<file path="src/rtl/appr_mult_sequencer.sv">
// Batch initiator for appr_multiplier: fetches N_JOBS operand pairs, starts each multiply, writes products back.
// Job cost is 4 cycles plus WAIT cycles; no backpressure, waits up to TIMEOUT cycles per mul_done then aborts.
module appr_mult_sequencer #(
  parameter int DATA_W  = 16,
  parameter int ADDR_W  = 4,
  parameter int N_JOBS  = 16,
  parameter int TIMEOUT = 255
) (
  input  logic                clk,
  input  logic                rst,
  input  logic                go,
  output logic [ADDR_W-1:0]   mem_addr,
  input  logic [DATA_W-1:0]   mem_a,
  input  logic [DATA_W-1:0]   mem_b,
  output logic                mul_start,
  output logic [DATA_W-1:0]   mul_a,
  output logic [DATA_W-1:0]   mul_b,
  input  logic                mul_done,
  input  logic [2*DATA_W-1:0] mul_result,
  output logic                res_we,
  output logic [ADDR_W-1:0]   res_addr,
  output logic [2*DATA_W-1:0] res_data,
  output logic                busy,
  output logic                batch_done,
  output logic                timeout_err
);

  typedef enum logic [2:0] {
    S_IDLE,
    S_FETCH,
    S_LOAD,
    S_START,
    S_WAIT,
    S_WRITE,
    S_FINISH
  } state_t;

  localparam int                CNT_W    = $clog2(TIMEOUT + 1);
  localparam logic [CNT_W-1:0]  CNT_LAST = CNT_W'(TIMEOUT - 1);
  localparam logic [ADDR_W-1:0] IDX_LAST = ADDR_W'(N_JOBS - 1);

  state_t            state;
  state_t            state_nxt;
  logic [ADDR_W-1:0] idx;
  logic [CNT_W-1:0]  wait_cnt;
  logic              last_job;
  logic              wait_expired;

  assign last_job     = (idx == IDX_LAST);
  // Expires on the TIMEOUT-th WAIT cycle; a done in that same cycle still wins.
  assign wait_expired = (wait_cnt == CNT_LAST);

  always_ff @(posedge clk or posedge rst) begin
    if (rst) begin
      state <= S_IDLE;
    end else begin
      state <= state_nxt;
    end
  end

  always_comb begin
    state_nxt  = state;
    mul_start  = 1'b0;
    res_we     = 1'b0;
    batch_done = 1'b0;
    busy       = 1'b1;
    case (state)
      S_IDLE: begin
        busy = 1'b0;
        if (go) begin
          state_nxt = S_FETCH;
        end
      end
      S_FETCH: state_nxt = S_LOAD;
      S_LOAD:  state_nxt = S_START;
      S_START: begin
        mul_start = 1'b1;
        state_nxt = S_WAIT;
      end
      S_WAIT: begin
        if (mul_done) begin
          state_nxt = S_WRITE;
        end else if (wait_expired) begin
          state_nxt = S_FINISH;
        end
      end
      S_WRITE: begin
        res_we    = 1'b1;
        state_nxt = last_job ? S_FINISH : S_FETCH;
      end
      S_FINISH: begin
        batch_done = 1'b1;
        state_nxt  = S_IDLE;
      end
      default: begin
        busy      = 1'b0;
        state_nxt = S_IDLE;
      end
    endcase
  end

  // mem_addr/res_addr are loaded on entry to FETCH/WRITE so they hold through IDLE.
  always_ff @(posedge clk or posedge rst) begin
    if (rst) begin
      idx         <= '0;
      wait_cnt    <= '0;
      mem_addr    <= '0;
      mul_a       <= '0;
      mul_b       <= '0;
      res_addr    <= '0;
      res_data    <= '0;
      timeout_err <= 1'b0;
    end else begin
      case (state)
        S_IDLE: begin
          if (go) begin
            idx         <= '0;
            mem_addr    <= '0;
            timeout_err <= 1'b0;
          end
        end
        S_LOAD: begin
          mul_a <= mem_a;
          mul_b <= mem_b;
        end
        S_START: wait_cnt <= '0;
        S_WAIT: begin
          wait_cnt <= wait_cnt + 1'b1;
          if (mul_done) begin
            res_data <= mul_result;
            res_addr <= idx;
          end else if (wait_expired) begin
            timeout_err <= 1'b1;
          end
        end
        S_WRITE: begin
          if (!last_job) begin
            idx      <= idx + 1'b1;
            mem_addr <= idx + 1'b1;
          end
        end
        default: ;
      endcase
    end
  end

endmodule

</file>
<file path="config.mk">
export PLATFORM = sky130hd
export DESIGN_NAME = appr_mult_sequencer
export DESIGN_NICKNAME = d
export VERILOG_FILES = /design/src/rtl/appr_mult_sequencer.sv
export SDC_FILE = /design/constraint.sdc
export NUM_CORES = 1
export LEC_CHECK = 0
export BUFFER_PORTS_ARGS = -buffer_cell sky130_fd_sc_hd__buf_4
export CORE_UTILIZATION = 52
export DETAILED_ROUTE_END_ITERATION = 7
export PLACE_DENSITY = 0.84
export SETUP_SLACK_MARGIN = 0.15
export SLEW_MARGIN = 20
export SYNTH_ARGS = -nofsm -noshare
export SYNTH_HDL_FRONTEND = slang
export SYNTH_SLANG_ARGS = --single-unit
</file>
<file path="constraint.sdc">
create_clock -name clk -period 7.26 [get_ports clk]
set_clock_uncertainty 0.05 [all_clocks]
set_input_delay 0.726 -clock clk [delete_from_list [all_inputs] [get_ports clk]]
set_output_delay 0.726 -clock clk [all_outputs]
set_load 0.05 [all_outputs]
</file>
* Word-level counts from Yosys, hierarchy flattened *
Cells that the tools add are included.

word-level totals
  flip-flop bits (word level) = 84
  input port bits = 68
  output and inout port bits = 77
  logic and storage cells = 49

cells by class
  add/subtract/negate cells = 2
  equal/unequal tests = 13
  multiplexer cells = 17
  reduce and logical (&&, ||, !) cells = 9

operators with widths
  kind                   count
  $pmux W3 S6            1
  $pmux W8 S2            1
  $mux W3                4
  $eq A3 B3 Y1 const B   3
  $add A8 B1 Y8 const B  1
  $eq A8 B8 Y1 const B   1
  $mux W4                2
  $ne A2 B2 Y1 const B   4
  $pmux W4 S2            1
  $mux W1                7
  $eq A3 B2 Y1 const B   2
  $reduce_bool A2 Y1     3
  $reduce_or A6 Y1       1
  $add A4 B1 Y4 const B  1
  $eq A4 B4 Y1 const B   1
  $reduce_and A2 Y1      2
  $reduce_and A4 Y1      1
  $eq A3 B1 Y1 const B   1
  $logic_not A3 Y1       1
  $ne A3 B3 Y1 const B   1
  $reduce_and A3 Y1      1
  $pmux W1 S2            1

* Logic depth before layout (Yosys ltp) *
  word-level depth = 4
  depth in mapped cells = 5
  mapped depth without buffers = 5

* Worst setup path after synthesis *
OpenSTA, ideal clock, no wires.

  kind = register to output
  from = register state[2]
  to = output busy
  data arrival time = 1.433 ns
  data required time = 6.484 ns
  setup slack = 5.051 ns
  stages on the path, launching flop included = 4
  path buffers = 1
  cells stage by stage = dfrtp_1 clkbuf_1 and3_1 nor2_1

on the way
  cells in the longest elaborated chain, start to end = 3
  elaborated cells on any way between the ends = 8
  those cells by class = 6 x eq/ne; 1 x mux; 1 x reduce/logical

ends and longest elaborated chain
  what                                  line  text
  start: declaration                    42    state_t state;
  start signal: assignment              57    state <= state_nxt;
  $eq A3 B3 Y1 (tied with other cells)  67    case (state)
  $reduce_or A6 Y1 (no line) (*)        -
  $mux W1 (*)                           67
  end: declaration                      23    output logic busy,

Mark *: on every way between the ends. The rest lies on a longest branch, timed or not.

* Final worst setup path *
  from = register state[0]
  to = output mul_start

on the way
  cells in the longest elaborated chain, start to end = 2

ends and longest elaborated chain
  what              line  text
  $eq A3 B2 Y1      67
  $mux W1           67
  end: declaration  15    output logic mul_start,

No other way between the ends.

==> results.cfg <==
[grt]
grt_pass1_wl_mm = 12.5
grt_overflow = 0
antenna_found_initial = 0
grt_max_degree = 85
grt_pass1_vias = 2472
grt_usage = 0.229

[floorplanning]
core-area_sq_um = 6530
rows = 29
initial_utilization = 0.551
chipWidth_um = 85.2
floorplan.die_area_sq_um = 7260
die_h_um = 85.2
ios = 145

[cells_and_area]
nNetsFinal = 456
multi_input_area_sq_um = 1380
n_antenna_cell = 0
final_cell_mix = 145 x buf_4, 84 x dfrtp_1, 38 x mux2_2
post_layout_nonfiller_instances = 466
drive_gt1_frac = 0.602
stdcell_area_sq_um = 4960
syn2layout_area_growth_pct = 37.8
layout_commonest_cell = buf_4
seq_area_sq_um = 2100
final_core_util = 0.760
fill_cells = 454

[setup_path]
cp_max_fo = 14
worstPathRequired_ns = 6.48
crit_path_start_kind = register
cp_slowest_cell = dfrtp_1
path_cells = nand3b_1 -> inv_1 -> buf_4
slowest_delay_ns = 0.65
crit_type = reg -> out
critPathBufInv = 2
end_kind = primary output
path_delay_family = flip-flops
arrival_ns = 1.79

[synth]
synth_largest_area_cell = dfrtp_1
synth_area_sq_um = 3600
syn-num-nets = 310
yosysUniqueCellTypes = 39
ys_warn_count = 0
syn_inst = 239
synthTopCellsByArea = dfrtp_1 58%, mux2_4 13%, mux2_2 12%
ys_ff_latch = 84
seq_area_frac_synth = 0.584
synth_top_area_frac = 0.584
syn_area_per_cell_sq_um = 15.1

[placed_design]
dp_hpwl_mm = 5.58
dp_cells = 451
post_dp_cell_area_sq_um = 4700
place_congestion = 0.828
port_buffers = 144

[detailed_routing]
postRouteAntennaNets = 0
drt-initial-drc-count = 88
vias_per_cell = 5.30
routed_wl_mm = 8.04
routedWlPerCell_um = 17.2
drc = 0
vias = 2472
drt_pass1_iterations = 4

[sta]
rsz0062_at_grt = no
hold_viol = 0
setup_viol = 0
worst_slew_margin_rel = 0.264
worst_slew_pin_slew_ns = 1.10
fin_crit_sh = 0.353
drv_slew = 0
min_period_ns = 2.56
finalSetupTns_ns = 0
fmax_mhz = 390

[cts]
htreeDepth = 3
clk_path_buf_depth = 2
clk_pin_slew_ns = 0.09
cts_buffers = 9
cts_root_buffer = clkbuf_8
post-cts-setup-buffers = 0
cts.repair.resized = 0
clk_latency_ns = 0.34
hold_buffers = 0
cts_tree = built
clock_sinks = 84

[pwr]
p_switching_mw = 1.27
p_clk_frac = 0.156
pwr-share-comb = 0.546
powerDensity_nw_per_um2 = 556
power.internal_mw = 1.49
p_sw_frac = 0.461
ir_drop_mv = 0.302
power.leakage_nw = 2.47
seqPwrFrac = 0.298

[min_path]
worstHoldPathType = reg -> reg

[flow_run]
max_cap_violations = 0

[status]
status = complete, no violations
==> cells in the mapped netlist, drive strengths merged <==
master,instances
a211oi,3
a21o,2
a31oi,1
a41oi,1
and2,1
and3,4
and3b,1
and4,1
and4b,1
buf,9
clkbuf,2
dfrtp,84
ha,3
inv,5
mux2,68
mux2i,6
nand2,9
nand2b,2
nand3,10
nand3b,3
nand4,1
nor2,1
nor2b,1
nor3,1
nor3b,3
nor4,2
o211ai,2
o21a,1
o21ai,6
o31ai,1
or3b,1
or4b,1
xnor2,1
xor2,1
==> per-layer routing <==
metal | share of wire | global-route usage | vias up
li1 | - | - | 1150
met1 | 0.41 | 0.280 | 1230
met2 | 0.52 | 0.384 | 80
met3 | 0.054 | 0.0642 | 12
met4 | 0.021 | 0.0909 | 0
met5 | 0 | 0 | -
==> registers in the layout, indices dropped and copies added, names as in the netlist <==
signal       count
idx              4
mul_a           16
mul_b           16
res_addr         4
res_data        32
state            3
timeout_err      1
wait_cnt         8
==> final cells by class <==
| type | instances | share of cell area |
|---|---|---|
| clock inverter | 6 | 0.0275 |
| inverter | 5 | 0.00404 |
| clock buffer | 9 | 0.0250 |
| timing repair buffer | 146 | 0.222 |
| tap | 77 | 0.0194 |
| sequential | 84 | 0.424 |
| multi-input combinational | 139 | 0.279 |
==> path summary, 6_finish.rpt <==
kind | start | to | slack, ns | cells past startpoint
worst min-delay path | wait_cnt[7] | wait_cnt[7] | 0.43 | 1
max in group asynchronous | rst | res_data[28] | 6.13 | 3
worst min register to register | wait_cnt[7] | wait_cnt[7] | 0.43 | 1
worst max-delay path | state[0] | mul_start | 4.70 | 3
worst max register to register | state[2] | res_addr[1] | 4.71 | 3
min in group asynchronous | rst | mul_b[15] | 0.54 | 3
==> worst register-to-register path, stage by stage, from the launching register on <==
cell and delay [ns]:
dfrtp_1 0.61, nor3b_4 0.39, and2_2 0.94, mux2_2 0.45
==> power groups by stage <==
stage               Sequential, mW  Combinational [mW]  Clock, mW
detailed placement           0.825                1.51          0
finish                       0.821                1.51      0.429
global route                 0.847                1.56      0.455
global placement             0.811                1.49          0
floorplan                     1.47               0.427          0
CTS                          0.821                1.51      0.438
==> metrics by stage <==
step	hold WS [ns]	power [mW]	setup WS (ns)
after floorplan	0.387	1.89	4.32
after global placement	0.408	2.30	4.84
after detailed placement	0.420	2.34	4.74
after CTS	0.431	2.77	4.72
after global routing	0.449	2.86	4.58
final	0.430	2.76	4.70
==> logic make-up (layout without fill, tap and decap cells) <==
kind of cell    Yosys count  count (layout)  synth area share
xor+xnor                  2               2           0.00487
flops                    84              84             0.584
simple gates             43              43            0.0747
fa+ha+maj                 3               3            0.0104
mux                      74              74             0.261
compound gates           17              17            0.0313
buf+inv                  16             166            0.0341
Power figures use the tool's default switching activity.
